===== config.mk =====
export PLATFORM = sky130hd
export DESIGN_NAME = timer_controller
export DESIGN_NICKNAME = d
export VERILOG_FILES = /design/src/rtl/timer_ctrl_pkg.sv /design/src/rtl/timer_prescaler.sv /design/src/rtl/timer_controller.sv
export SDC_FILE = /design/constraint.sdc
export NUM_CORES = 1
export LEC_CHECK = 0
export CAP_MARGIN = 30
export CORE_ASPECT_RATIO = 0.75
export CORE_MARGIN = 4
export CORE_UTILIZATION = 46
export CTS_CLUSTER_SIZE = 20
export DETAILED_ROUTE_END_ITERATION = 7
export GPL_ROUTABILITY_DRIVEN = 0
export MAX_ROUTING_LAYER = met4
export PLACE_DENSITY = 0.85
export SYNTH_ARGS = -nofsm -noshare
export SYNTH_HDL_FRONTEND = slang
export SYNTH_SLANG_ARGS = --single-unit

===== constraint.sdc =====
create_clock -name clk_i -period 2.31 [get_ports clk_i]
set_input_delay 0.231 -clock clk_i [delete_from_list [all_inputs] [get_ports clk_i]]
set_output_delay 0.231 -clock clk_i [all_outputs]
set_load 0.03 [all_outputs]

===== src/rtl/timer_ctrl_pkg.sv =====
// Shared types and encodings for the interval-timer controller and its prescaler.
package timer_ctrl_pkg;

  typedef enum logic [1:0] {
    IDLE = 2'd0,
    LOAD = 2'd1,
    RUN  = 2'd2,
    DONE = 2'd3
  } timer_state_e;

  localparam logic CNT_COUNT = 1'b0;
  localparam logic CNT_LOAD  = 1'b1;

endpackage


===== src/rtl/timer_prescaler.sv =====
// Clock-cycle prescaler: counts 0..limit_i while enabled and emits one tick per wrap.
module timer_prescaler #(
  parameter int unsigned PRESCALE_WIDTH = 8
) (
  input  logic                      clk_i,
  input  logic                      arst_n_i,
  input  logic                      clear_i,
  input  logic                      en_i,
  input  logic [PRESCALE_WIDTH-1:0] limit_i,
  output logic                      tick_o
);

  logic [PRESCALE_WIDTH-1:0] count_q, count_d;

  assign tick_o = en_i && (count_q == limit_i);

  always_comb begin
    count_d = count_q;
    if (clear_i) begin
      count_d = '0;
    end else if (en_i) begin
      count_d = tick_o ? '0 : count_q + PRESCALE_WIDTH'(1);
    end
  end

  always_ff @(posedge clk_i or negedge arst_n_i) begin
    if (!arst_n_i) begin
      count_q <= '0;
    end else begin
      count_q <= count_d;
    end
  end

endmodule


===== src/rtl/timer_controller.sv =====
// Interval timer sequencer driving an external up-counter (count/load, no enable).
// Define TIMER_CTRL_OVERRUN_EN to build the sticky overrun flag; otherwise overrun_o is 0.
module timer_controller
  import timer_ctrl_pkg::*;
#(
  parameter int unsigned WORD_WIDTH     = 16,
  parameter int unsigned PRESCALE_WIDTH = 8
) (
  input  logic                      clk_i,
  input  logic                      arst_n_i,
  input  logic                      start_i,
  input  logic                      stop_i,
  input  logic                      periodic_i,
  input  logic [WORD_WIDTH-1:0]     period_i,
  input  logic [PRESCALE_WIDTH-1:0] prescale_i,
  output logic                      cnt_action_o,
  output logic [WORD_WIDTH-1:0]     cnt_d_o,
  input  logic [WORD_WIDTH-1:0]     cnt_q_i,
  input  logic                      cnt_will_overflow_i,
  output logic                      irq_o,
  input  logic                      irq_ack_i,
  output logic                      busy_o,
  output logic                      overrun_o
);

  timer_state_e              state_q, state_d;
  logic [WORD_WIDTH-1:0]     period_q;
  logic [PRESCALE_WIDTH-1:0] prescale_q;
  logic                      periodic_q;
  logic                      irq_q;
  logic                      tick;
  logic                      expiry;
  logic                      restart;
  logic [WORD_WIDTH-1:0]     reload;

  // Two's-complement negate gives 2^W - period, and 0 for period 0 (full 2^W ticks).
  assign reload  = '0 - period_q;
  assign restart = start_i && !stop_i;
  assign expiry  = (state_q == RUN) && tick && cnt_will_overflow_i;

  timer_prescaler #(
    .PRESCALE_WIDTH (PRESCALE_WIDTH)
  ) u_prescaler (
    .clk_i    (clk_i),
    .arst_n_i (arst_n_i),
    .clear_i  (state_q != RUN),
    .en_i     (state_q == RUN),
    .limit_i  (prescale_q),
    .tick_o   (tick)
  );

  // Default is hold: reload the counter with its own value.
  always_comb begin
    cnt_action_o = CNT_LOAD;
    cnt_d_o      = cnt_q_i;
    unique case (state_q)
      LOAD: cnt_d_o = reload;
      RUN: begin
        if (tick) begin
          if (cnt_will_overflow_i) begin
            if (periodic_q) cnt_d_o = reload;
          end else begin
            cnt_action_o = CNT_COUNT;
          end
        end
      end
      default: ;
    endcase
  end

  always_comb begin
    state_d = state_q;
    if (stop_i) begin
      state_d = IDLE;
    end else if (start_i) begin
      state_d = LOAD;
    end else begin
      unique case (state_q)
        LOAD:    state_d = RUN;
        RUN:     if (expiry && !periodic_q) state_d = DONE;
        default: ;
      endcase
    end
  end

  always_ff @(posedge clk_i or negedge arst_n_i) begin
    if (!arst_n_i) begin
      state_q    <= IDLE;
      period_q   <= '0;
      prescale_q <= '0;
      periodic_q <= 1'b0;
      irq_q      <= 1'b0;
    end else begin
      state_q <= state_d;
      irq_q   <= expiry || (irq_q && !irq_ack_i);
      if (restart) begin
        period_q   <= period_i;
        prescale_q <= prescale_i;
        periodic_q <= periodic_i;
      end
    end
  end

  assign irq_o  = irq_q;
  assign busy_o = (state_q == LOAD) || (state_q == RUN);

`ifdef TIMER_CTRL_OVERRUN_EN
  logic overrun_q;

  // An accepted start clears the flag even if an expiry lands in the same cycle.
  always_ff @(posedge clk_i or negedge arst_n_i) begin
    if (!arst_n_i) begin
      overrun_q <= 1'b0;
    end else if (restart) begin
      overrun_q <= 1'b0;
    end else if (expiry && irq_q && !irq_ack_i) begin
      overrun_q <= 1'b1;
    end
  end

  assign overrun_o = overrun_q;
`else
  assign overrun_o = 1'b0;
`endif

endmodule

# Word-level counts from Yosys, hierarchy flattened
# Cells that the tools add are included.
dict set report classes {
  n_reduce_logical 14
  n_bitwise 0
  div_mod_pow 0
  eq_ne 5
  shift 0
  muxes 14
  magnitude_cmp 0
  addsub 2
  multipliers 0
}
# operator n
set op_table {}
lappend op_table {{16-bit two-way mux} 3}
lappend op_table {{16-bit case mux with 2 select lines} 1}
lappend op_table {{8-bit two-way mux} 3}
lappend op_table {{1-bit by 16-bit subtractor with 16-bit output (first input constant)} 1}
lappend op_table {{8-bit by 1-bit adder with 8-bit output (second input constant)} 1}
lappend op_table {{8-bit == test} 1}
lappend op_table {{1-bit logical AND} 6}
lappend op_table {{2-bit two-way mux} 3}
lappend op_table {{4-bit != test (second input constant)} 1}
lappend op_table {{2-bit case mux with 2 select lines} 1}
lappend op_table {{4-bit nonzero test} 1}
lappend op_table {{1-bit logical NOT} 3}
lappend op_table {{1-bit two-way mux} 3}
lappend op_table {{2-bit by 1-bit == test with 1-bit output (second input constant)} 1}
lappend op_table {{2-bit == test (second input constant)} 1}
lappend op_table {{1-bit logical OR} 2}
lappend op_table {{2-bit != test (second input constant)} 1}
lappend op_table {{2-bit AND reduction} 1}
lappend op_table {{2-bit nonzero test} 1}
dict set report word_totals {
  reg_bits 36
  inputBits 47
  n_memories 0
  mem_bits_rw 0
  mem_bits_ro 0
  elab_cells 41
  output_inout_bits 20
  latch_bits 0
}

# Depth between registers and ports, before layout
dict set report logic_depth {
  depth_word 9
  mapped_depth 7
  mapped_depth_nobuf 6
}

# Modules after synthesis
# A second synthesis with hierarchy kept.
dict set report unflattened {
  hier_cells 191
  hier_area_um2 2087.0
}
# module cells_each area_per_inst_um2 instances seq_area_each_um2
set by_module_without_submodules {}
lappend by_module_without_submodules {timer_controller 140 1564.0 1 700.7}
lappend by_module_without_submodules {timer_prescaler 51 523.0 1 200.2}

# Worst setup path after synthesis
# No wires, ideal clock.
dict set report synth_timing {
  path_kind {reg2out}
  start {register state_q[0]}
  end {output port cnt_d_o[10]}
  setup_slack_ns 0.206
  t_arrival_ns 1.873
  path_stages_with_launch 8
  n_path_buf 1
  required_time_ns 2.079
  path_cell_list {dfrtp_1 > inv_1 > ha_1 > inv_1 > and3_1 > a21oi_2 > buf_2 > a22o_1}
}
dict set report synth_between {
  elab_chain_cells 4
  word_cells_on_any_way 5
  cone_classes {2 x eq/ne; 2 x mux; 1 x reduce/logical}
}
# item line_no
set synth_rtl {}
lappend synth_rtl {{start, declared} timer_controller.sv:26} ;# timer_state_e state_q, state_d;
lappend synth_rtl {{start signal, assigned} timer_controller.sv:94} ;# state_q <= state_d;
lappend synth_rtl {{2-bit == test} {timer_controller.sv:47, timer_controller.sv:56}}
lappend synth_rtl {{1-bit logical AND} timer_prescaler.sv:15} ;# assign tick_o = en_i && (count_q == limit_i);
lappend synth_rtl {{16-bit two-way mux} timer_controller.sv:59} ;# if (tick) begin
lappend synth_rtl {{16-bit case mux with 2 select lines *} timer_controller.sv:56} ;# unique case (state_q)
lappend synth_rtl {{end, declared} timer_controller.sv:17} ;# output logic [WORD_WIDTH-1:0] cnt_d_o,
# Every way passes the cells marked *; elsewhere a longest branch is shown, timed or not.

# Worst setup path in the final report
dict set report layout_timing {
  start {register state_q[0]}
  end {output port cnt_d_o[4]}
}
# Same word-level chain as after synthesis.

==> flow_metrics.tcl <==
set metrics [dict create \
    run_status "complete, no violations" \
    synth-seq-cells 36 \
    r2r-end "u_prescaler.count_q[7]" \
    drt_iter0_drc 39 \
    path_max_fanout 16 \
    fin_crit_sh 0.972 \
    hpwl_um 3490 \
    setup.worst_path.start_class "flop" \
    grt_pass1_vias 1558 \
    num-nets-final 312 \
    grt_max_degree 37 \
    dpl-instance-area_sq_mm 0.00270 \
    die_w_um 84.9 \
    r2r_slack_ns 0.57 \
    crit_path_start "state_q[0]" \
    initial_utilization 0.491 \
    drive_gt1_frac 0.309 \
    dp_slack_ns 0.0837 \
    r2r_cells 7 \
    postLayoutSetupSlackWorst_ns 0.0649 \
    finalSetupViolCount 0 \
    synth_top_area_cell "dfrtp_1" \
    antenna_found_initial 0 \
    met2_length_um 2340 \
    syn_nets 233 \
    cts_buffer_depth 2 \
    root_buffer "clkbuf_8" \
    syn_avg_cell_area_sq_um 11.2 \
    slowest_delay_ns 0.36 \
    viasPerCell 5.17 \
    cp.arrival_ns 2.01 \
    fin_skew_ns 0.00723 \
    p_leak_uw 0.00120 \
    peakVddDrop_mv 0.408 \
    power.density_mw_per_mm2 596 \
    syn_inst 182 \
    synth_top_area_frac 0.442 \
    synth-edff-count 0 \
    cts_tree "built" \
    timing_worst_setup_path_type "reg2out" \
    grt_overflow 0 \
    post-route-min-period_ns 2.25 \
    drv_cap 0 \
    detail_route.wl_per_cell_um 15.6 \
    seq_area_frac_synth 0.442 \
    cts_sinks 36 \
    path_clk_slew_ns 0.07 \
    max_freq_mhz 445 \
    hold_viol 0 \
    cp_slowest_cell "dfrtp_1" \
    synth_area_sq_mm 0.00204 \
    cts_hold_buf 0 \
    die_h_um 65.6 \
    grt_pass1_wl_um 7530 \
    vias 1639 \
    pin_count 67 \
    ys_warn_count 0 \
    highest_layer "met4" \
    rows 20 \
    ys_types 32 \
    finalMaxSlewViolations 0 \
    finalHoldWorstSlack_ns 0.357 \
    clk_latency_ns 0.29 \
    crit_top_cell "inv_1" \
    r2r_start "u_prescaler.count_q[7]" \
    endpoint "cnt_d_o[4]" \
    drt-total-wl_um 4940 \
    dr.pass1.iters 2 \
    hold_class "in2async" \
    coreArea_sq_mm 0.00415 \
    cts_buffers 5 \
    route.met3.wl_um 353 \
    endpoint_kind "primary output" \
    required_ns 2.08 \
    port_buffers 65 \
    synth-async-reset-ratio 1.00 \
    drc 0 \
    met1_length_um 2210 \
    grt_usage 0.177 \
    finalInstanceArea_sq_mm 0.00295 \
    syn_to_final_growth_pct 44.8 \
    antenna_cells 0 \
    ant_nets 0 \
    fp.dieArea_sq_mm 0.00557 \
    htree_levels 2 \
    path_cells "inv_1, ha_4, inv_1, and3_2, a22o_4, a32o_1, buf_4" \
    synthTopCellsByArea "dfrtp_1, mux2_2, xnor2_1" \
    ys.flop_type "dfrtp_1" \
]
Yosys cell counts (3+ instances only):
| library cell | instances |
|---|---|
| a22o_1 | 15 |
| and3_1 | 3 |
| buf_2 | 4 |
| dfrtp_1 | 36 |
| ha_1 | 4 |
| inv_1 | 7 |
| mux2_2 | 23 |
| nand2_1 | 8 |
| nand3_1 | 6 |
| nor2_1 | 16 |
| nor3_1 | 3 |
| o21ai_0 | 4 |
| xnor2_1 | 20 |
| xor2_1 | 7 |
worst min-delay path by stage:
stage | from | endpoint | slack, ns
2_1_floorplan | arst_n_i | irq_o | -0.06
3_3_place_gp | periodic_q | periodic_q | 0.51
3_5_place_dp | prescale_q[6] | prescale_q[6] | 0.53
4_1_cts | arst_n_i | period_q[5] | 0.38
5_1_grt | arst_n_i | periodic_q | 0.40
6_report | arst_n_i | irq_o | 0.36
stage by stage:
step	power, uW	TNS [ns]	instances	util
2_1_floorplan	1060	0	182	-
3_3_place_gp	1240	0	297	0.649
3_5_place_dp	1260	0	297	0.649
4_1_cts	1740	0	308	0.683
5_1_grt	1850	-0.0446	317	0.711
6_report	1760	0	317	0.711
repair_timing:
item,4_1_cts,5_1_grt
resized for setup,4,10
endpoints found under the setup margin,17,16
setup buffers,3,9
pin swaps,2,10
flip-flops by register name (all words and copies together), names as in the netlist:
signal and count:
irq_o 1, period_q 16, periodic_q 1, prescale_q 8, state_q 2, u_prescaler.count_q 8
where the power goes:
part | switching [uW] | internal, uW | total [uW]
combinational | 233 | 285 | 518
clock | 224 | 238 | 462
sequential | 81.2 | 699 | 780
total | 538 | 1220 | 1760
kinds of logic (layout without fill, tap and decap cells):
logic type | Yosys count | after routing | synth area share
buf+inv | 14 | 94 | 0.0319
simple gates | 52 | 52 | 0.158
xor+xnor | 27 | 27 | 0.116
flops | 36 | 36 | 0.442
other cells | 1 | 1 | 0.00184
mux | 23 | 23 | 0.127
fa+ha+maj | 4 | 4 | 0.0246
compound gates | 25 | 25 | 0.0988
area by class of cell:
type                    instances  area, sq um
clock buffers                   6         82.6
clock inverters                 2         10.0
fillers                       332         1200
inverters                       7         26.3
multi-input cells             132         1120
flip-flops and latches         36          906
well taps                      55         68.8
repair buffers                 79          734
routing by layer:
metal  track usage  vias up
li1              -      794
met1         0.229      795
met2         0.271       46
met3        0.0652        4
met4        0.0356        0
met5             -        -
layout by cell type (no fill, tap or decap), types with 2 or more instances in the layout:
master,count
a211oi_1,2
a22o_1,15
and3_1,2
buf_4,27
buf_6,2
clkbuf_8,6
clkdlybuf4s50_1,48
clkinv_2,2
dfrtp_1,32
dfrtp_2,4
ha_1,3
inv_1,7
mux2_2,23
nand2_1,8
nand2b_1,2
nand3_1,6
nand3_2,2
nor2_1,16
nor3_1,2
nor3_2,2
nor3_4,2
nor4_1,2
nor4_4,2
o21ai_0,4
xnor2_1,18
xnor2_2,2
xor2_1,7
critical path: cells and delay by family (launching register included):
| kind | cells | cell delay (ns) |
|---|---|---|
| fa+ha+maj | 1 | 0.28 |
| flops | 1 | 0.36 |
| simple gates | 1 | 0.22 |
| buf+inv | 3 | 0.32 |
| compound gates | 2 | 0.54 |
No activity file was read; power rests on OpenSTA's default activity.
